--- src/rtl/div_pkg.sv ---
// Shared definitions for the iterative divider: sequencer state encoding,
// default operand width and the {HI,LO} field offsets of the packed result.
package div_pkg;

  localparam int DIV_WIDTH = 32;

  localparam int LO_LSB = 0;
  localparam int LO_MSB = DIV_WIDTH - 1;
  localparam int HI_LSB = DIV_WIDTH;
  localparam int HI_MSB = 2 * DIV_WIDTH - 1;

  typedef enum logic [1:0] {
    IDLE  = 2'd0,
    ON    = 2'd1,
    DZERO = 2'd2,
    END   = 2'd3
  } divState_t;

endpackage

--- src/rtl/div_if.sv ---
// Execute-stage handshake between the pipeline control and the divider.
// The pipeline side drives through master; the divider sits on slave.
interface div_if #(
  parameter int WIDTH = div_pkg::DIV_WIDTH
);

  logic               start_i;
  logic               signed_i;
  logic [WIDTH-1:0]   opdata1_i;
  logic [WIDTH-1:0]   opdata2_i;
  logic               annul_i;
  logic               advance_i;
  logic               stall_o;
  logic               ready_o;
  logic [2*WIDTH-1:0] result_o;

  modport master (
    output start_i, signed_i, opdata1_i, opdata2_i, annul_i, advance_i,
    input  stall_o, ready_o, result_o
  );

  modport slave (
    input  start_i, signed_i, opdata1_i, opdata2_i, annul_i, advance_i,
    output stall_o, ready_o, result_o
  );

endinterface

--- src/rtl/div_step.sv ---
// One restoring-division iteration: shift in the next dividend bit and keep
// the trial difference only when it does not go negative.
module div_step #(
  parameter int WIDTH = 32
) (
  input  logic [WIDTH-1:0] remIn,
  input  logic             bitIn,
  input  logic [WIDTH-1:0] divisor,
  output logic [WIDTH-1:0] remOut,
  output logic             qBit
);

  logic [WIDTH:0] shifted;

  assign shifted = {remIn, bitIn};
  assign qBit    = (shifted >= {1'b0, divisor});
  // A kept difference is below the divisor, so WIDTH bits hold it exactly.
  assign remOut  = qBit ? (shifted[WIDTH-1:0] - divisor) : shifted[WIDTH-1:0];

endmodule

--- src/rtl/div_seq.sv ---
// Multi-cycle restoring divider and sequencer for DIV/DIVU in the E stage.
// Optional macro DIV_SHORTCUT_EN: |divisor| > |dividend| skips the iterations.
module div_seq
  import div_pkg::*;
#(
  parameter int WIDTH = DIV_WIDTH
) (
  input  logic clk,
  input  logic rst,
  div_if.slave bus
);

  localparam int CNT_W = $clog2(WIDTH);

  divState_t          stateReg, stateNext;
  logic [WIDTH-1:0]   shiftReg;
  logic [WIDTH-1:0]   divisorReg;
  logic [WIDTH-1:0]   remReg;
  logic [WIDTH-1:0]   origReg;
  logic [CNT_W-1:0]   cntReg;
  logic               qSignReg;
  logic               rSignReg;
  logic [2*WIDTH-1:0] resultReg;

  logic             accept;
  logic             lastIter;
  logic             dividendNeg;
  logic             divisorNeg;
  logic [WIDTH-1:0] absDividend;
  logic [WIDTH-1:0] absDivisor;
  logic [WIDTH-1:0] stepRem;
  logic             stepBit;
  logic [WIDTH-1:0] finalQuot;
  logic [WIDTH-1:0] fixQuot;
  logic [WIDTH-1:0] fixRem;
  logic             stall;

`ifdef DIV_SHORTCUT_EN
  logic shortcutReg;
  logic takeShort;
  assign takeShort = (absDivisor > absDividend);
`endif

  assign accept      = (stateReg == IDLE) && bus.start_i && !bus.annul_i;
  assign dividendNeg = bus.signed_i & bus.opdata1_i[WIDTH-1];
  assign divisorNeg  = bus.signed_i & bus.opdata2_i[WIDTH-1];
  assign absDividend = dividendNeg ? -bus.opdata1_i : bus.opdata1_i;
  assign absDivisor  = divisorNeg  ? -bus.opdata2_i : bus.opdata2_i;
  assign lastIter    = (cntReg == CNT_W'(WIDTH - 1));

  div_step #(.WIDTH(WIDTH)) u_step (
    .remIn   (remReg),
    .bitIn   (shiftReg[WIDTH-1]),
    .divisor (divisorReg),
    .remOut  (stepRem),
    .qBit    (stepBit)
  );

  // shiftReg feeds dividend bits out of the top while quotient bits fill
  // the bottom, so on the last iteration it plus stepBit is the quotient.
  assign finalQuot = {shiftReg[WIDTH-2:0], stepBit};
  assign fixQuot   = qSignReg ? -finalQuot : finalQuot;
  assign fixRem    = rSignReg ? -stepRem : stepRem;

  always_ff @(posedge clk) begin
    if (rst) begin
      stateReg <= IDLE;
    end else begin
      stateReg <= stateNext;
    end
  end

  always_comb begin
    stateNext = stateReg;
    stall     = 1'b0;
    case (stateReg)
      IDLE: begin
        if (accept) begin
          stall = 1'b1;
          if (bus.opdata2_i == '0) begin
            stateNext = DZERO;
`ifdef DIV_SHORTCUT_EN
          end else if (takeShort) begin
            // Routed through DZERO so the early result keeps the 2-cycle timing.
            stateNext = DZERO;
`endif
          end else begin
            stateNext = ON;
          end
        end
      end
      ON: begin
        stall = 1'b1;
        if (bus.annul_i) begin
          stateNext = IDLE;
        end else if (lastIter) begin
          stateNext = END;
        end
      end
      DZERO: begin
        stall     = 1'b1;
        stateNext = bus.annul_i ? IDLE : END;
      end
      END: begin
        if (bus.annul_i || bus.advance_i) begin
          stateNext = IDLE;
        end
      end
      default: stateNext = IDLE;
    endcase
  end

  always_ff @(posedge clk) begin
    if (rst) begin
      shiftReg   <= '0;
      divisorReg <= '0;
      remReg     <= '0;
      origReg    <= '0;
      cntReg     <= '0;
      qSignReg   <= 1'b0;
      rSignReg   <= 1'b0;
      resultReg  <= '0;
`ifdef DIV_SHORTCUT_EN
      shortcutReg <= 1'b0;
`endif
    end else begin
      case (stateReg)
        IDLE: begin
          if (accept) begin
            shiftReg   <= absDividend;
            divisorReg <= absDivisor;
            origReg    <= bus.opdata1_i;
            remReg     <= '0;
            cntReg     <= '0;
            qSignReg   <= dividendNeg ^ divisorNeg;
            rSignReg   <= dividendNeg;
`ifdef DIV_SHORTCUT_EN
            shortcutReg <= (bus.opdata2_i != '0);
`endif
          end
        end
        ON: begin
          if (!bus.annul_i) begin
            shiftReg <= finalQuot;
            remReg   <= stepRem;
            cntReg   <= cntReg + CNT_W'(1);
            if (lastIter) begin
              resultReg <= {fixRem, fixQuot};
            end
          end
        end
        DZERO: begin
          if (!bus.annul_i) begin
`ifdef DIV_SHORTCUT_EN
            resultReg <= {origReg, shortcutReg ? {WIDTH{1'b0}} : {WIDTH{1'b1}}};
`else
            resultReg <= {origReg, {WIDTH{1'b1}}};
`endif
          end
        end
        default: ;
      endcase
    end
  end

  assign bus.stall_o  = stall;
  assign bus.ready_o  = (stateReg == END);
  assign bus.result_o = resultReg;

endmodule

--- src/flat_wrapper.sv ---
// flat-port wrapper written by rule: the top's interface ports become plain ports
module div_seq_flat import div_pkg::*;
#(
  parameter int WIDTH = DIV_WIDTH
)
  (clk, rst, bus_start_i, bus_signed_i, bus_opdata1_i, bus_opdata2_i, bus_annul_i, bus_advance_i, bus_stall_o, bus_ready_o, bus_result_o);
  div_if #(.WIDTH(WIDTH)) bus_i ();
  input  logic clk;
  input  logic rst;
  input wire logic [$bits(bus_i.start_i)-1:0] bus_start_i;
  input wire logic [$bits(bus_i.signed_i)-1:0] bus_signed_i;
  input wire logic [$bits(bus_i.opdata1_i)-1:0] bus_opdata1_i;
  input wire logic [$bits(bus_i.opdata2_i)-1:0] bus_opdata2_i;
  input wire logic [$bits(bus_i.annul_i)-1:0] bus_annul_i;
  input wire logic [$bits(bus_i.advance_i)-1:0] bus_advance_i;
  output wire logic [$bits(bus_i.stall_o)-1:0] bus_stall_o;
  output wire logic [$bits(bus_i.ready_o)-1:0] bus_ready_o;
  output wire logic [$bits(bus_i.result_o)-1:0] bus_result_o;
  assign bus_i.start_i = bus_start_i;
  assign bus_i.signed_i = bus_signed_i;
  assign bus_i.opdata1_i = bus_opdata1_i;
  assign bus_i.opdata2_i = bus_opdata2_i;
  assign bus_i.annul_i = bus_annul_i;
  assign bus_i.advance_i = bus_advance_i;
  assign bus_stall_o = bus_i.stall_o;
  assign bus_ready_o = bus_i.ready_o;
  assign bus_result_o = bus_i.result_o;
  div_seq #(.WIDTH(WIDTH)) u_core (.clk(clk), .rst(rst), .bus(bus_i));
endmodule
--- config.mk ---
export PLATFORM = sky130hd
export DESIGN_NAME = div_seq_flat
export DESIGN_NICKNAME = d
export VERILOG_FILES = /design/src/rtl/div_pkg.sv /design/src/rtl/div_if.sv /design/src/rtl/div_step.sv /design/src/rtl/div_seq.sv /design/src/flat_wrapper.sv
export SDC_FILE = /design/constraint.sdc
export NUM_CORES = 1
export LEC_CHECK = 0
export ABC_AREA = 1
export BUFFER_PORTS_ARGS = -buffer_cell sky130_fd_sc_hd__clkbuf_2
export CAP_MARGIN = 10
export CORE_MARGIN = 2
export CORE_UTILIZATION = 40
export CTS_CLUSTER_DIAMETER = 60
export DETAILED_ROUTE_END_ITERATION = 7
export PLACE_DENSITY_LB_ADDON = 0.05
export SETUP_SLACK_MARGIN = 0.05
export SYNTH_ARGS = -nofsm -noshare
export SYNTH_HDL_FRONTEND = slang
export SYNTH_SLANG_ARGS = --single-unit
--- constraint.sdc ---
create_clock -name clk -period 9.3 [get_ports clk]
set_clock_uncertainty 0.2 [all_clocks]
set_input_delay 0.465 -clock clk [delete_from_list [all_inputs] [get_ports clk]]
set_output_delay 0.465 -clock clk [all_outputs]
set_load 0.02 [all_outputs]
Yosys cells after proc, flatten, opt, wreduce, memory -nomap -nowiden. Cells that the tools add are included.

Register bits: 201. Input port bits: 70. Output and inout bits: 66. Logic and storage cells: 69.

Add/subtract/negate cells: 6. Magnitude comparators: 1. Eq/ne operators: 10. Mux-type cells: 27. Bitwise operators: 3. Reduce and logical (&&, ||, !) cells: 13.

Operator list (number): 2-to-1 mux 32 bit (9); 2-to-1 mux 64 bit (3); negation 32 bit (4); one-hot mux 32 bit (2 select lines) (2); one-hot mux 64 bit (2 select lines) (1); greater-or-equal comparator 33 x 32 -> 1 bit (1); logical NOT 32 bit (1); subtractor 32 bit (1); 2-to-1 mux 2 bit (6); 2-to-1 mux 5 bit (2); one-hot mux 5 bit (2 select lines) (1); one-hot mux 2 bit (4 select lines) (1); != test 2 x 1 -> 1 bit, second input constant (3); AND reduction 3 bit (2); adder 5 x 1 -> 5 bit, second input constant (1); equality test 5 bit, second input constant (1); equality test 2 bit, second input constant (2); != test 2 bit, second input constant (2); AND reduction 4 bit (1); nonzero test 2 bit (2); != test 3 x 2 -> 1 bit, second input constant (1); AND 1 bit (2); equality test 2 x 1 -> 1 bit, second input constant (1); logical AND 1 bit (2); 8 further kinds (8).

Depth between registers and ports, before layout.
Depth after elaboration: 7. Mapped depth: 26. Gate-level depth less buffers: 26.

Modules after synthesis. From an unflattened synthesis, not the netlist that was laid out.

Cell total of the unflattened synthesis: 2487. Area total of the unflattened synthesis: 14770.4 um^2.

By module, submodules not included: div_seq (times used 1, cells each 1840, area each 11609.9 um^2, seq. area each 4023.9 um^2); div_step (times used 1, cells each 647, area each 3160.5 um^2, seq. area each 0.0 um^2).

Worst setup path before layout. No wires, ideal clock.

Kind: reg-to-reg. Start: register u_core.remReg[7]. End: register u_core.resultReg[24] (netlist: u_core.bus.result_o[24]). Setup time: 0.117 ns. Arrival time: 3.358 ns. Data required time: 8.983 ns. Slack: 5.624 ns. Stages on the path, launching flop included: 25. Buffers on the path: 1. Period minus slack after synthesis: 3.676 ns. Path through: dfxtp_1 > ha_1 > nand2_2 > inv_2 > nand2_1 > nand2_2 > inv_2 > nand3_2 > nand2_2 > nand2_4 > a21oi_1 > buf_2 > ha_1 > nand3_1 > nor3_1 > nand3_1 > nor3_1 > nand2_1 > nand2_1 > nand2_1 > a21oi_1 > nand2_1 > xor2_1 > o221ai_1 > inv_1.

Word-level cells in the longest chain between the ends: 6.

Ends and longest elaborated chain: start, declared (line div_seq.sv:18) `logic [WIDTH-1:0] remReg;`; start signal, assigned (line div_seq.sv:145) `remReg <= stepRem;`; greater-or-equal comparator 33 x 32 -> 1 bit (line div_step.sv:16) `assign qBit = (shifted >= {1'b0, divisor});`; negation 32 bit (line div_seq.sv:62) `assign fixQuot = qSignReg ? -finalQuot : finalQuot;`; 2-to-1 mux 32 bit (line div_seq.sv:62); 2-to-1 mux 64 bit (line div_seq.sv:147) `if (lastIter) begin`; 2-to-1 mux 64 bit (line div_seq.sv:143) `if (!bus.annul_i) begin`; one-hot mux 64 bit (2 select lines) (line div_seq.sv:127) `case (stateReg)`; end signal, assigned (line div_seq.sv:148) `resultReg <= {fixRem, fixQuot};`; end signal, assigned (line div_seq.sv:157) `resultReg <= {origReg, {WIDTH{1'b1}}};`; end, declared (line div_seq.sv:23) `logic [2*WIDTH-1:0] resultReg;`.

No other way between the ends. The select of a mux whose other input is x is not followed. A chain may end at the register's enable or synchronous reset.

Final worst setup path.
Start: register u_core.divisorReg[24]. End: register u_core.resultReg[24] (netlist: u_core.bus.result_o[24]).

Word-level cells in the longest chain between the ends: 6.

Ends and longest elaborated chain: start, declared (line div_seq.sv:17) `logic [WIDTH-1:0] divisorReg;`; start signal, assigned (line div_seq.sv:131) `divisorReg <= absDivisor;`; greater-or-equal comparator 33 x 32 -> 1 bit (line div_step.sv:16); negation 32 bit (line div_seq.sv:62); 2-to-1 mux 32 bit (line div_seq.sv:62); 2-to-1 mux 64 bit (line div_seq.sv:147); 2-to-1 mux 64 bit (line div_seq.sv:143); one-hot mux 64 bit (2 select lines) (line div_seq.sv:127).

No other way between the ends. The select of a mux whose other input is x is not followed.

==> results by group <==
STA
  • Max-slew headroom: 18.9%
  • Final Hold Fails: 0
  • Unrepaired setup endpoints after global routing: no
  • Setup_tns: 0 ns
  • Worst Max-Slew Pin Slew: 1.22 ns
  • Final Worst Setup Slack: 4.27 ns
  • Final period utilization: 54.1%
  • Final setup viols: 0
  • Slew Limit Fails: 0
  • Max Freq: 0.199 GHz
  • Period minus WS final: 5.03 ns

GRT
  • Total GRT Usage: 28.2%
  • Global route overflow: 0
  • Initial antenna violation count: 1
  • Largest net degree at the start of global routing: 89
  • Vias in the first global route: 13500
  • First-pass GRT wire length: 79700 um

Setup path
  • CP most frequent cell: nand2_1
  • Top cell family by delay on the critical path: simple AND/OR/NAND/NOR gates
  • Critical-path cell list: inv_1 > ha_1 > a21oi_1 > nand2_1 > inv_2 > nand2_1 > nand2_1 > nand3_2 > a21oi_1 > ha_1 > nand3_1 > nor3_1 > nand3_1 > nor3_1 > nand2_1 > nand2_1 > nand2_1 > a21oi_1 > nand2_1 > xor2_1 > o221ai_1 > inv_1
  • Worst Setup Start Kind: flip-flop
  • Setup CP Type: flip-flop to flip-flop
  • Crit-path slowest cell: a21oi_1
  • Required @ worst endpoint: 9.55 ns
  • CP Capture Type: flip-flop
  • CP Data Arrival Time: 5.29 ns
  • CP Buf/Inv Count: 3
  • Worst path max stage delay: 0.94 ns
  • Worst-path fanout max: 12

Flow run
  • Max_cap viols: 0

Place
  • Post-DP HPWL: 39100 um
  • Port buffer count: 135
  • Pre-CTS worst setup slack: 4.36 ns
  • Final GP Congestion: 0.946

Cells and area
  • Layout net count: 2501
  • Reg area: 4020 sq um
  • Final-layout fill cell count: 3800
  • Multi-input logic area: 8480 sq um
  • Layout cell share with drive strength beyond 1: 12.0%
  • Synth-to-Final Area Change: 13.5%
  • Antenna Cells: 0

Synthesis
  • Unique cell type count in the Yosys netlist: 58
  • Register bit count reported by yosys: 201
  • Main synth FF type: dfxtp_1
  • Top-area cell type share of the netlist area: 28.5%
  • Post-Syn Instances: 2299
  • Syn_nets: 2413
  • Syn Area/Cell: 6.14 sq um
  • Synthesis Warnings: 0
  • Synthesized cell area: 14100 sq um
  • Register area share after synthesis: 28.5%
  • Async S/R FF share, synth: 0%
  • Post-synth EDFFs: 0
  • Post-synth top area cell: dfxtp_1
  • Most common cell in the netlist: nand2_1
  • Synth top area cells: dfxtp_1, nand2_1, inv_1, nor2_1, a21oi_1
  • Top cells by count, synth: nand2_1, inv_1, nor2_1, dfxtp_1, a21oi_1

Drt
  • Post-Route WL: 52400 um
  • Per-cell routed wire length: 18.3 um
  • Drt drc: 0
  • Detailed-route via count: 14900
  • Number of DRC markers in iteration 0: 1181
  • Drt first pass iters: 6
  • Via density: 5.21
  • Antenna viol nets, final: 0

Clocking
  • Number of buffers created by CTS: 29
  • Latest clock arrival within the worst-skew pair: 0.57 ns
  • CTS root buf: clkbuf_16
  • H-tree levels: 1
  • Reg clk slew, reported paths: 0.06 ns
  • Longest Clk Path Bufs: 3
  • Setup bufs post-CTS: 0
  • Sink Count: 201
  • TritonCTS clock tree: done

Floorplan
  • IO Pins: 136
  • Die ar.: 36800 sq um
  • Initial Util: 40.8%
  • Die W: 192 um
  • Die span in y: 192 um
  • Cell Rows: 68
  • Core box area: 34600 sq um

Pwr
  • Worst ir drop on vdd: 188 uV
  • Leakage: 7.82 nW
  • Cell area power density: 275 nW/um^2

Worst hold path
  • Worst hold path type: input port to flip-flop

Status
  • Outcome: complete, no violations
[state kept, by name, indices dropped and copies added, names as in the netlist]
register / count
u_core.bus.result_o: 64
u_core.divisorReg: 32
u_core.origReg: 32
u_core.remReg: 32
u_core.shiftReg: 32
u_core.cntReg: 5
u_core.stateReg: 2
u_core.qSignReg: 1
u_core.rSignReg: 1
[per-layer routing]
metal,routed length [um],GRT usage (%)
met1,26700,42.7
met2,21800,42.5
met3,3050,4.00
met4,865,4.73
met5,0,0
[worst register-to-register path, delay by kind of cell, from the launching register on]
family          cells  cell delay [ns]
compound gates      4             1.59
simple gates       12             1.76
xor+xnor            1             0.15
fa+ha+maj           2             0.76
buf+inv             3             0.16
flops               1             0.31
[cell type report]
| type | count | area share (%) |
|---|---|---|
| clock inverter | 14 | 0.953 |
| tap | 455 | 3.55 |
| multi-input combinational | 1688 | 52.9 |
| timing repair buffer | 151 | 5.03 |
| inverter | 316 | 7.43 |
| sequential | 201 | 25.1 |
| clock buffer | 38 | 4.99 |
[cell families after synthesis]
logic type | synth area share [%]
AO/OA/AOI/OAI | 16.7
XOR/XNOR | 4.22
adder cells (fa/ha/maj) | 3.95
AND/OR/NAND/NOR | 35.1
flip-flops | 28.5
buffers and inverters | 11.5
[power breakdown]
part | internal (mW) | switching [mW]
clock network | 0.664 | 0.439
logic | 0.647 | 1.58
registers | 0.997 | 0.0854
total | 2.31 | 2.10
[placed cells by master, fill, tap and decap left out, drive strengths merged, types with 4 or more instances in the layout]
| cell | netlist | final |
|---|---|---|
| dfxtp | 201 | 201 |
| xor2 | 54 | 54 |
| nand3b | 8 | 8 |
| a21boi | 5 | 5 |
| o21bai | 7 | 7 |
| nand2 | 685 | 685 |
| xnor2 | 14 | 14 |
| clkbuf | 62 | 172 |
| o21a | 4 | 4 |
| ha | 43 | 43 |
| buf | 28 | 14 |
| o22ai | 15 | 15 |
| o211ai | 13 | 13 |
| o21ai | 149 | 149 |
| inv | 314 | 318 |
| o221ai | 9 | 9 |
| a31oi | 36 | 36 |
| a21oi | 174 | 174 |
| nor3 | 29 | 29 |
| a221oi | 5 | 5 |
| nor4 | 8 | 8 |
| nor2 | 254 | 254 |
| nand3 | 134 | 134 |
| nand4 | 23 | 23 |
| or2 | 6 | 6 |
| clkinv | 2 | 8 |
[metrics by stage]
step                hold slack, ns  cell area, sq um  cells  power (mW)  utilization (%)
floorplan                    0.230             14100   2299        2.65                -
global placement             0.243             15000   2808        3.30             43.4
detailed placement           0.256             15000   2808        3.29             43.4
CTS                        0.00263             16000   2863        4.41             46.3
global route                0.0379             16000   2863        4.72             46.3
finish                      0.0261             16000   2863        4.41             46.3
[path summary, 6_finish.rpt]
path	end	slack (ns)	cells after the start	startpoint
min reg2reg	u_core.bus.result_o[60]	0.26	2	u_core.bus.result_o[60]
max reg2reg	u_core.bus.result_o[24]	4.27	22	u_core.divisorReg[24]
max	u_core.bus.result_o[24]	4.27	22	u_core.divisorReg[24]
min	u_core.divisorReg[4]	0.03	3	bus_opdata2_i[4]
[timing repair]
action,in CTS,in global routing
hold endpoints to repair,3,0
setup endpoints to repair,0,0
hold buffers,3,0
gates resized for setup,0,0
Note: power is estimated with default switching activity, not from simulation.
